--- config.mk ---
export PLATFORM = sky130hd
export DESIGN_NAME = pc_unit_flat
export DESIGN_NICKNAME = d
export VERILOG_FILES = /design/src/rtl/pc_if.sv /design/src/rtl/pc_unit.sv /design/src/flat_wrapper.sv
export SDC_FILE = /design/constraint.sdc
export NUM_CORES = 1
export LEC_CHECK = 0
export CORE_ASPECT_RATIO = 1.5
export CORE_MARGIN = 10
export CORE_UTILIZATION = 50
export DETAILED_ROUTE_END_ITERATION = 16
export PLACE_DENSITY_LB_ADDON = 0.15
export SLEW_MARGIN = 20
export SYNTH_ARGS = -nofsm -noshare
export SYNTH_HDL_FRONTEND = slang
export SYNTH_SLANG_ARGS = --single-unit
--- constraint.sdc ---
create_clock -name clk -period 4.05 [get_ports clk]
set_input_delay 0.81 -clock clk [delete_from_list [all_inputs] [get_ports clk]]
set_output_delay 0.81 -clock clk [all_outputs]
set_load 0.01 [all_outputs]
--- src/rtl/pc_if.sv ---
// Fetch-control bundle between the pipeline front end and the program-counter unit.
// The master side drives next-PC controls; the slave side (pc_unit) returns fetch state.
interface pc_if #(
   parameter int XLEN = 32
);
   logic            stall;
   logic            redirect_valid;
   logic [XLEN-1:0] redirect_target;
   logic            call;
   logic            ret;
   logic            trap;
   logic            mret;
   logic [XLEN-1:0] pc;
   logic            pc_valid;
   logic [XLEN-1:0] epc;
   logic            misalign_fault;
   logic            ras_empty;

   modport master (
      output stall, redirect_valid, redirect_target, call, ret, trap, mret,
      input  pc, pc_valid, epc, misalign_fault, ras_empty
   );

   modport slave (
      input  stall, redirect_valid, redirect_target, call, ret, trap, mret,
      output pc, pc_valid, epc, misalign_fault, ras_empty
   );
endinterface

--- src/rtl/pc_unit.sv ---
// Program-counter unit: prioritised next-PC selection (trap, mret, redirect, stall,
// RAS return, sequential), exception PC capture and a circular return-address stack.
module pc_unit #(
   parameter int              XLEN         = 32,
   parameter logic [XLEN-1:0] RESET_VECTOR = '0,
   parameter logic [XLEN-1:0] TRAP_VECTOR  = XLEN'(32'h0000_0100),
   parameter int              INC          = 4,
   parameter int              ALIGN_BITS   = 2,
   parameter int              RAS_DEPTH    = 4
) (
   input logic clk,
   input logic rst,
   pc_if.slave bus
);
   localparam int PTR_W = $clog2(RAS_DEPTH);
   localparam logic [PTR_W:0] FULL = (PTR_W+1)'(RAS_DEPTH);

   typedef logic [XLEN-1:0] addr_t;

   addr_t            pc_cur, epc_cur, pc_next, epc_next, seq_pc, ras_top;
   logic             valid_cur, fault_cur, fault_next, empty_cur;
   logic             push, pop, misaligned;
   logic [PTR_W-1:0] ptr, ptr_next, top_idx;
   logic [PTR_W:0]   count, count_next;
   addr_t            ras_mem [RAS_DEPTH];

   assign seq_pc     = pc_cur + addr_t'(INC);
   assign top_idx    = ptr - PTR_W'(1);
   assign ras_top    = ras_mem[top_idx];
   assign misaligned = |bus.redirect_target[ALIGN_BITS-1:0];

   // Next-PC priority; the first cycle after reset only raises pc_valid.
   always_comb begin
      pc_next    = pc_cur;
      epc_next   = epc_cur;
      fault_next = 1'b0;
      push       = 1'b0;
      pop        = 1'b0;
      if (valid_cur) begin
         if (bus.trap) begin
            epc_next = pc_cur;
            pc_next  = TRAP_VECTOR;
         end else if (bus.mret) begin
            pc_next = epc_cur;
         end else if (bus.redirect_valid && misaligned) begin
            epc_next   = bus.redirect_target;
            pc_next    = TRAP_VECTOR;
            fault_next = 1'b1;
         end else if (bus.redirect_valid) begin
            pc_next = bus.redirect_target;
         end else if (!bus.stall) begin
            if (bus.ret && !empty_cur) begin
               pc_next = ras_top;
               pop     = 1'b1;
            end else begin
               pc_next = seq_pc;
            end
            push = bus.call;
         end
      end
   end

   // Push+pop together replaces the top entry, so pointer and count stay put.
   always_comb begin
      ptr_next   = ptr;
      count_next = count;
      if (push && !pop) begin
         ptr_next   = ptr + PTR_W'(1);
         count_next = (count == FULL) ? count : count + (PTR_W+1)'(1);
      end else if (pop && !push) begin
         ptr_next   = top_idx;
         count_next = count - (PTR_W+1)'(1);
      end
   end

   always_ff @(posedge clk or negedge rst) begin
      if (!rst) begin
         pc_cur    <= RESET_VECTOR;
         epc_cur   <= '0;
         valid_cur <= 1'b0;
         fault_cur <= 1'b0;
         ptr       <= '0;
         count     <= '0;
         empty_cur <= 1'b1;
      end else begin
         pc_cur    <= pc_next;
         epc_cur   <= epc_next;
         valid_cur <= 1'b1;
         fault_cur <= fault_next;
         ptr       <= ptr_next;
         count     <= count_next;
         empty_cur <= (count_next == '0);
      end
   end

   // Stack storage needs no reset: entries are only read when count is non-zero.
   always_ff @(posedge clk) begin
      if (push) begin
         ras_mem[pop ? top_idx : ptr] <= seq_pc;
      end
   end

   assign bus.pc             = pc_cur;
   assign bus.pc_valid       = valid_cur;
   assign bus.epc            = epc_cur;
   assign bus.misalign_fault = fault_cur;
   assign bus.ras_empty      = empty_cur;
endmodule
--- src/flat_wrapper.sv ---
// flat-port wrapper written by rule: the top's interface ports become plain ports
module pc_unit_flat 
#(
   parameter int              XLEN         = 32,
   parameter logic [XLEN-1:0] RESET_VECTOR = '0,
   parameter logic [XLEN-1:0] TRAP_VECTOR  = XLEN'(32'h0000_0100),
   parameter int              INC          = 4,
   parameter int              ALIGN_BITS   = 2,
   parameter int              RAS_DEPTH    = 4
)
  (clk, rst, bus_stall, bus_redirect_valid, bus_redirect_target, bus_call, bus_ret, bus_trap, bus_mret, bus_pc, bus_pc_valid, bus_epc, bus_misalign_fault, bus_ras_empty);
  pc_if #(.XLEN(XLEN)) bus_i ();
  input logic clk;
  input logic rst;
  input wire logic [$bits(bus_i.stall)-1:0] bus_stall;
  input wire logic [$bits(bus_i.redirect_valid)-1:0] bus_redirect_valid;
  input wire logic [$bits(bus_i.redirect_target)-1:0] bus_redirect_target;
  input wire logic [$bits(bus_i.call)-1:0] bus_call;
  input wire logic [$bits(bus_i.ret)-1:0] bus_ret;
  input wire logic [$bits(bus_i.trap)-1:0] bus_trap;
  input wire logic [$bits(bus_i.mret)-1:0] bus_mret;
  output wire logic [$bits(bus_i.pc)-1:0] bus_pc;
  output wire logic [$bits(bus_i.pc_valid)-1:0] bus_pc_valid;
  output wire logic [$bits(bus_i.epc)-1:0] bus_epc;
  output wire logic [$bits(bus_i.misalign_fault)-1:0] bus_misalign_fault;
  output wire logic [$bits(bus_i.ras_empty)-1:0] bus_ras_empty;
  assign bus_i.stall = bus_stall;
  assign bus_i.redirect_valid = bus_redirect_valid;
  assign bus_i.redirect_target = bus_redirect_target;
  assign bus_i.call = bus_call;
  assign bus_i.ret = bus_ret;
  assign bus_i.trap = bus_trap;
  assign bus_i.mret = bus_mret;
  assign bus_pc = bus_i.pc;
  assign bus_pc_valid = bus_i.pc_valid;
  assign bus_epc = bus_i.epc;
  assign bus_misalign_fault = bus_i.misalign_fault;
  assign bus_ras_empty = bus_i.ras_empty;
  pc_unit #(.XLEN(XLEN), .RESET_VECTOR(RESET_VECTOR), .TRAP_VECTOR(TRAP_VECTOR), .INC(INC), .ALIGN_BITS(ALIGN_BITS), .RAS_DEPTH(RAS_DEPTH)) u_core (.clk(clk), .rst(rst), .bus(bus_i));
endmodule
; Word-level counts from Yosys, hierarchy flattened
; Memory sizes are Yosys's and may differ from the RTL's.
; Index checks and enable logic that the tools add are counted.
[classes]
eq_ne = 3
add_sub_neg = 5
reduce_logical = 13
n_mux = 34
[ops]
columns = cell, n
row1 = $mux W32, 9
row2 = $add A32 B3 Y32 const B, 1
row3 = $mux W1, 19
row4 = $mux W3, 3
row5 = $mux W2, 3
row6 = $ne A5 B1 Y1 const B, 1
row7 = $logic_and A1 B1 Y1, 4
row8 = $reduce_bool A2 Y1, 2
row9 = $add A3 B1 Y3 const B, 1
row10 = $eq A3 B3 Y1 const B, 1
row11 = $logic_not A1 Y1, 3
row12 = $logic_not A3 Y1, 1
row13 = $reduce_and A3 Y1, 1
row14 = $sub A3 B1 Y3 const B, 1
row15 = $add A2 B1 Y2 const B, 1
row16 = $ne A2 B2 Y1 const B, 1
row17 = $reduce_and A2 Y1, 1
row18 = $reduce_or A2 Y1, 1
row19 = $sub A2 B1 Y2 const B, 1
[totals]
out_inout_bits = 67
mem_bits_rw = 128
reg_bits = 72
n_memories = 1
[mem_list]
columns = memory, depth, word_bits, read_ports, rd_ports_with_merged_regs, write_ports, line_no
row1 = u_core.ras_mem, 4, 32, 1, 0, 1, pc_unit.sv:25  ; addr_t ras_mem [RAS_DEPTH];

; Depth between registers and ports, before layout
; Gate-level depths: netlist of run 1.
[logic_depth]
depth_word = 13
depth_mapped = 10
ltp_nobuf = 9

; Least setup slack after synthesis of run 1
; No wires, ideal clock.
[synth_timing]
path_type = input to register
start = in bus_redirect_valid
end = mem u_core.ras_mem[3][0] (netlist name) (enable)
path_slack_ps = -110
arrival_time_ps = 3729
setup_ps = 432
path_stages = 5
cell_sequence = clkbuf_1 nor3b_1 nand2_1 or3_1 a21oi_1
[synth_between]
elab_chain_len = 7
elab_cells_between_ends = 14
classes_between = mux (13) / reduce/logical (1)
[synth_rtl]
columns = item, line_no
row1 = "start, declared", flat_wrapper.sv:16  ; input wire logic [$bits(bus_i.redirect_valid)-1:0] bus_redirect_valid;
row2 = $mux W1 or $logic_and A1 B1 Y1 (tied branches), "pc_unit.sv:49, pc_unit.sv:45"
row3 = $mux W1, pc_unit.sv:45  ; end else if (bus.redirect_valid && misaligned) begin
row4 = $mux W1, pc_unit.sv:43  ; end else if (bus.mret) begin
row5 = $mux W1, pc_unit.sv:40  ; if (bus.trap) begin
row6 = $mux W1, pc_unit.sv:39  ; if (valid_cur) begin
row7 = $mux W1, pc_unit.sv:98  ; if (push) begin
row8 = $mux W1, pc_unit.sv:99  ; ras_mem[pop ? top_idx : ptr] <= seq_pc;
row9 = "end, declared", pc_unit.sv:25
; Parallel ways exist; a longest one is shown, timed or not.

; Worst setup path after layout of run 1
[layout_timing]
start = in bus_redirect_valid
end = reg u_core.epc_cur[22], in the netlist u_core.bus.epc[22]
[layout_between]
elab_chain_len = 3
[layout_rtl]
columns = item, line_no
row1 = $logic_and A1 B1 Y1, pc_unit.sv:45
row2 = $reduce_bool A2 Y1 (no source line), n/a
row3 = $reduce_and A3 Y1 (no source line), n/a
row4 = "end signal, assigned", pc_unit.sv:87  ; epc_cur <= epc_next;
row5 = "end, declared", pc_unit.sv:20  ; addr_t pc_cur, epc_cur, pc_next, epc_next, seq_pc, ras_top;
; Every way passes these cells.
; A chain may end at the register's enable or synchronous reset.

==> results of run 1 <==
==> layout make-up <==
cell class	instances	area (um^2)
flip-flops and latches	200	5648
inverters	17	63.81
multi-input cells	494	3633
well taps	252	315.3
fillers	1508	7054
clock buffers	21	460.4
repair buffers	132	1277
clock inverters	11	170.2
==> state kept, by name, indices dropped and copies added (netlist names) <==
| register | cells |
|---|---|
| u_core.count | 3 |
| u_core.bus.pc | 32 |
| u_core.bus.epc | 32 |
| u_core.ptr | 2 |
| u_core.ras_mem | 128 |
| u_core.bus.pc_valid | 1 |
| u_core.bus.misalign_fault | 1 |
| u_core.bus.ras_empty | 1 |
==> where the power goes <==
| group | switching [mW] | internal (mW) | leakage (nW) |
|---|---|---|---|
| Combinational | 0.633 | 0.685 | 1.85 |
| Sequential | 0.265 | 2.34 | 2.09 |
| Clock | 0.727 | 1.07 | 0.311 |
==> routing by layer <==
layer / up-vias / routed length, um
li1: 3095 / -
met1: 3560 / 10150
met2: 387 / 14330
met3: 67 / 2239
met4: 0 / 902
met5: - / 0
==> worst max-delay path: stages <==
cell                              delay (ns)
sky130_fd_sc_hd__clkdlybuf4s50_1        0.46
sky130_fd_sc_hd__buf_4                  0.29
sky130_fd_sc_hd__o21ai_0                0.27
sky130_fd_sc_hd__nor2_1                 0.14
sky130_fd_sc_hd__o21ai_4                0.63
sky130_fd_sc_hd__buf_4                  0.46
sky130_fd_sc_hd__o21ai_0                0.15
==> path summary, 6_finish.rpt <==
kind / from / end / slack [ns] / cells past startpoint
max reg2reg: u_core.bus.pc[4] / u_core.ras_mem[2][19] / 1.14 / 4
max in group asynchronous: rst / u_core.ptr[0] / 3.08 / 1
min in group clk: u_core.bus.epc[16] / u_core.bus.epc[16] / 0.51 / 2
min: rst / u_core.bus.pc[26] / 0.43 / 1
min reg2reg: u_core.bus.epc[16] / u_core.bus.epc[16] / 0.51 / 2
max: bus_redirect_valid / u_core.bus.epc[22] / 1.11 / 7
==> stage by stage <==
step	worst slack (ns)	utilization
floorplan	0.03526	-
global route	0.9305	0.6212
finish	1.114	0.6212
CTS	1.150	0.6210
detailed placement	0.6870	0.5871
global placement	0.7755	0.5871
==> placed cells by master, fill, tap and decap left out, types with 27 or more instances in the layout <==
master | netlist | final
sky130_fd_sc_hd__nand2_1 | 72 | 72
sky130_fd_sc_hd__nand3_1 | 27 | 27
sky130_fd_sc_hd__mux2i_1 | 34 | 34
sky130_fd_sc_hd__o21ai_0 | 62 | 62
sky130_fd_sc_hd__dfrtp_1 | 71 | 70
sky130_fd_sc_hd__edfxtp_1 | 128 | 128
sky130_fd_sc_hd__a21oi_1 | 32 | 30
sky130_fd_sc_hd__clkdlybuf4s50_1 | 0 | 104
sky130_fd_sc_hd__nor2_1 | 41 | 39
sky130_fd_sc_hd__mux4_2 | 32 | 32
==> logic make-up after synthesis <==
kind of cell               synth area share
buffers and inverters               0.02880
AOI/OAI and AO/OA                    0.1107
muxes                                0.1127
DFF                                  0.5934
other                             0.0003941
and+or+nand+nor                      0.1185
adders and majority gates          0.007889
xor gates and xnor gates            0.02761
==> metrics.sh, run 1 <==
POST-SYNTH-TOP-COUNT-CELL='sky130_fd_sc_hd__edfxtp_1'
SYNTH_AREA_LEADERS='sky130_fd_sc_hd__edfxtp_1 40%, sky130_fd_sc_hd__dfrtp_1 19%, sky130_fd_sc_hd__mux4_2 7.6%'
STATUS='finished, final reports clean'
FINCLKSKEW_NS=0.008083
YS_TOP_CELLS_BY_COUNT='128 x sky130_fd_sc_hd__edfxtp_1, 72 x sky130_fd_sc_hd__nand2_1, 71 x sky130_fd_sc_hd__dfrtp_1'
NUMBER_OF_GLOBAL_ROUTE_VIAS_BEFORE_REPAIR=7345
POSTSYNTHREGISTERBITS=200
DIE_H_UM=189.0
CTS.ROOT.BUFFER_CELL='sky130_fd_sc_hd__clkbuf_16'
TOTAL_LEAKAGE_POWER_nW=4.250
DPL-INSTANCE-AREA_UM2=10930
SYNTH.LARGEST_AREA_CELL='sky130_fd_sc_hd__edfxtp_1'
CLOCK_TREE.BUFFER_DEPTH=2
NUM_ROWS=61
GRT.BUSIEST_LAYER='met2'
POSTSYNTH.TOPFLOPCELL='sky130_fd_sc_hd__edfxtp_1'
SYN_AVG_CELL_AREA_UM2=12.52
WIRE_LENGTH_OF_THE_FIRST_GLOBAL_ROUTING_PASS_UM=42340
DIEAREA_UM2=25060
CTS_HTREE_LEVELS=4
WORST_PIN_SLEW_NS=1.196
MAX-VDD-IR-DROP_V=0.0002984
GRT_ANTENNA_BEFORE_REPAIR=0
SYNTH_CELLS=760
HOLD-WORST-SLACK_NS=0.4271
POST-ROUTE-PERIOD-UTIL=0.7248
GRT_START_MAX_NET_PINS=73
POWER_DENSITY_nW_PER_UM2=493.9
HOLD_CLASS='input pin to async pin'
CRITICAL_PATH_PEAK_FANOUT=33
OVERFLOW_AFTER_GRT=0
CORE_UM2=18620
NETLIST_AREA_UM2=9515
FINISH.INSTANCE_AREA_UM2=11570
SYNTH_SEQ_AREA_SHARE=0.5934
TOTAL_NUMBER_OF_NETS_IN_THE_FINAL_DESIGN=908
YS.WARNINGS.COUNT=0
TIMING_WORST_SETUP_PATH_TYPE='input pin to flip-flop'
DIE_WIDTH_UM=132.6
CP-START-KIND='input pin'
POST_DRT_VIA_CELL_RATIO=6.308
TNS_NS=0
POSTSYNTHNETCOUNT=806
MAX_SLEW_MARGIN=0.1963
BOUNDARYPINS=107
DETAILROUTE.VIA_COUNT=7109
FIN_TOTAL_PWR_mW=5.714
CRIT_REQUIRED_NS=4.35
USE_MET2=0.3790
YS_ASYNC_SR_FRACTION=0.3600
WORST_SETUP_PATH_END_KIND='flip-flop'
CTS.SINK_COUNT=200
INSTANCES_NO_FILL=1127
FINAL-MAX-SLEW-VIOLATION-COUNT=0
GRT.TOTAL_USAGE=0.2180
LAYOUT-DRIVE-GT1-SHARE=0.1269
TRITONCTS_CLOCK_TREE='yes'
COUNT_OF_DIFFERENT_CELL_MASTERS_AFTER_SYNTHESIS=66
POSTCTSHOLDBUFS=0
ROUTED_WIRE_LENGTH_PER_INSTANCE_UM=24.51
FIRST_ITER_VIOLATIONS=731
GROUTE.LAYER.MET1.USAGE=0.2467
WORSTPATHARRIVAL_NS=3.24
TIMING_HOLD_VIOLATIONS_FINAL=0
POSTCTSSETUPBUFFERS=0
CAP_VIOLATIONS=0
USE_MET3=0.05538
INITIAL_STANDARD_CELL_UTILIZATION_OF_THE_CORE=0.5110
WORST_SKEW_PAIR.LATE_LATENCY_NS=0.44
DRT_DRC_VIOLATIONS_LEFT=0
GRT_SETUP_UNREPAIRED='no'
CTS_RESIZED=0
WORST_SETUP_HOLD_PATH_CLK_SLEW_NS=0.07
NETLIST.AREA_LEADER.SHARE=0.4039
CTS_INSERTED_BUFFERS=17
DRT_PASS1_ITERATIONS=5
FINALWIRELENGTH_UM=27620
FINAL.MIN_CLOCK_PERIOD_NS=2.936
CLOCK.FMAX_GHz=0.3407
AREA_GROWTH_PCT=21.58
ANTENNA-DIODE-COUNT=0
PLACED_CELLS=1095
FINALWEIGHTEDCONGESTION=0.8740
PORTBUFFERS=106
HPWL_UM=18970
NUMBER_OF_ROUTED_NETS_WITH_ANTENNA_VIOLATIONS=0
FINALSETUPVIOLCOUNT=0
SYNTH-EDFF-COUNT=128
No activity file was read; power rests on OpenSTA's default activity.
==> inputs of run 2 (changes only) <==
==> constraint.sdc (replaced) <==
create_clock -name clk -period 2.93 [get_ports clk]
set_input_delay 0.586 -clock clk [delete_from_list [all_inputs] [get_ports clk]]
set_output_delay 0.586 -clock clk [all_outputs]
set_load 0.01 [all_outputs]
==> run 2 against run 1 <==
Against the previous run:
- critical path depth shrank 4
- hold slack lost 0.29 ns
- sequential power grew 38%
- clock skew grew 0.0021 ns
- largest cell class unchanged
- clock-buffer cell count grew 1
- non-clock buffer count grew 28
- via count shrank 0.52%
- clock power grew 31%
- combinational power grew 43%
- sequential cell count is the same
==> metrics.sh, run 2 (synthesis gave the netlist of run 1 again) <==
AREA_GROWTH_PCT=23.83
LAYOUT.CELLS.MOST_COMMON='sky130_fd_sc_hd__edfxtp_1'
FINCLKSKEW_NS=0.01020
WORSTPATHCELLLIST='mux4_2 -> a2111oi_0 -> o21ai_0'
LAYOUT.FILLER_CELLS=1514
DRT_DRC_VIOLATIONS_LEFT=0
DIEAREA_UM2=25060
LAYOUT-DRIVE-GT1-SHARE=0.1550
CTS.ROOT.BUFFER_CELL='sky130_fd_sc_hd__clkbuf_16'
NUM_ROWS=61
DETAILROUTE.VIA_COUNT=7072
TIMING_WORST_SETUP_PATH_TYPE='flip-flop to flip-flop'
MAX_SLEW_MARGIN=0.3208
BOUNDARYPINS=107
CP-START-KIND='flip-flop'
WIRE_LENGTH_OF_THE_FIRST_GLOBAL_ROUTING_PASS_UM=42530
CRIT_REQUIRED_NS=3.22
WORST_SKEW_PAIR.LATE_LATENCY_NS=0.44
PORTBUFFERS=106
HOLD_CLASS='input pin to async pin'
DIE_H_UM=189.0
GRT_SETUP_UNREPAIRED='no'
POST_DRT_VIA_CELL_RATIO=6.123
FINISH.INSTANCE_AREA_UM2=11780
OVERFLOW_AFTER_GRT=0
DIE_WIDTH_UM=132.6
DPL-INSTANCE-AREA_UM2=11200
TOTAL_NUMBER_OF_NETS_IN_THE_FINAL_DESIGN=936
INITIAL_STANDARD_CELL_UTILIZATION_OF_THE_CORE=0.5110
LARGEST_REGISTER_FFS=128
POSTCTSSETUPBUFFERS=0
MAX-VDD-IR-DROP_V=0.0005403
FINAL.MIN_CLOCK_PERIOD_NS=2.734
FIN_TOTAL_PWR_mW=7.830
WORST_SETUP_PATH_END_KIND='flip-flop'
GRT.TOTAL_USAGE=0.2190
POSTCTSHOLDBUFS=0
FINALSETUPVIOLCOUNT=0
CORE_UM2=18620
HPWL_UM=19480
POWER_DENSITY_nW_PER_UM2=664.5
CLOCK_TREE.BUFFER_DEPTH=2
CPMAXSTAGEDELAYCELL='sky130_fd_sc_hd__dfrtp_2'
CLOCK.FMAX_GHz=0.3657
WORST_SETUP_HOLD_PATH_CLK_SLEW_NS=0.07
TNS_NS=0
CTS_RESIZED=0
GRT_ANTENNA_BEFORE_REPAIR=0
FINALWIRELENGTH_UM=27650
FIRST_ITER_VIOLATIONS=710
HOLD-WORST-SLACK_NS=0.1397
REGMOSTFLOPS='u_core.ras_mem'
NUMBER_OF_GLOBAL_ROUTE_VIAS_BEFORE_REPAIR=7330
WORSTPATHARRIVAL_NS=3.02
CTS_HTREE_LEVELS=4
FINAL_CORE_UTILIZATION=0.6327
ANTENNA-DIODE-COUNT=0
CRITICAL_PATH_PEAK_FANOUT=25
TRITONCTS_CLOCK_TREE='yes'
CAP_VIOLATIONS=0
CTS_INSERTED_BUFFERS=17
POST-ROUTE-PERIOD-UTIL=0.9333
CTS.SINK_COUNT=200
WORST_PIN_SLEW_NS=1.015
NUMBER_OF_ROUTED_NETS_WITH_ANTENNA_VIOLATIONS=0
FINALWEIGHTEDCONGESTION=0.8727
DRT_PASS1_ITERATIONS=5
ROUTED_WIRE_LENGTH_PER_INSTANCE_UM=23.94
FINAL-MAX-SLEW-VIOLATION-COUNT=0
FINAL_CELL_MIX='128 x sky130_fd_sc_hd__edfxtp_1, 104 x sky130_fd_sc_hd__clkdlybuf4s50_1, 72 x sky130_fd_sc_hd__nand2_1'
TIMING_HOLD_VIOLATIONS_FINAL=0
GRT_START_MAX_NET_PINS=45
SLOWEST_DELAY_NS=0.97
STATUS='finished, final reports clean'
TOTAL_LEAKAGE_POWER_nW=4.382
==> run 2: cell type report <==
| class | instances | area (um^2) | area share |
|---|---|---|---|
| well taps | 252 | 315.3 | 0.02676 |
| clock inverters | 10 | 108.9 | 0.009239 |
| clock buffers | 22 | 474.2 | 0.04025 |
| flip-flops and latches | 200 | 5648 | 0.4793 |
| repair buffers | 160 | 1534 | 0.1302 |
| multi-input cells | 494 | 3638 | 0.3088 |
| inverters | 17 | 63.81 | 0.005416 |
==> run 2: worst max-delay path, delay by kind of cell (launching register included) <==
kind / cells / cell delay [ns]
flops: 1 / 0.97
compound gates: 2 / 0.97
mux: 1 / 0.64
==> run 2: layer usage <==
metal,part of all wire,vias to the layer above,routed length [um],GRT usage
met4,0.028,0,775,0.08701
met2,0.51,329,14210,0.3759
met5,0,-,0,0
li1,-,3143,-,-
met3,0.070,54,1932,0.04955
met1,0.39,3546,10730,0.2608
==> run 2: path summary, 6_finish.rpt <==
kind                            slack (ns)               start  cells after the start              endpoint
worst min register to register        0.52  u_core.bus.epc[12]                      2    u_core.bus.epc[12]
worst max-delay path                  0.20       u_core.ptr[0]                      3     u_core.bus.pc[15]
min in group clk                      0.52  u_core.bus.epc[12]                      2    u_core.bus.epc[12]
worst min-delay path                  0.14                 rst                      1    u_core.bus.epc[29]
max in group asynchronous             2.11                 rst                      2  u_core.bus.ras_empty
worst max register to register        0.20       u_core.ptr[0]                      3     u_core.bus.pc[15]
==> run 2: power breakdown <==
| part | total (mW) | switching [mW] | internal, mW | leakage, nW |
|---|---|---|---|---|
| Sequential | 3.59 | 0.365 | 3.23 | 2.09 |
| Combinational | 1.89 | 0.892 | 1.00 | 2.00 |
| Clock | 2.35 | 1.08 | 1.27 | 0.290 |
| Total | 7.83 | 2.34 | 5.49 | 4.38 |
==> run 2: per-stage QoR <==
step	cells	setup slack, ns
6_report	1155	0.1956
2_1_floorplan	760	0.09635
5_1_grt	1155	0.05487
3_3_place_gp	1123	-0.005778
4_1_cts	1155	0.1088
3_5_place_dp	1123	-0.1211
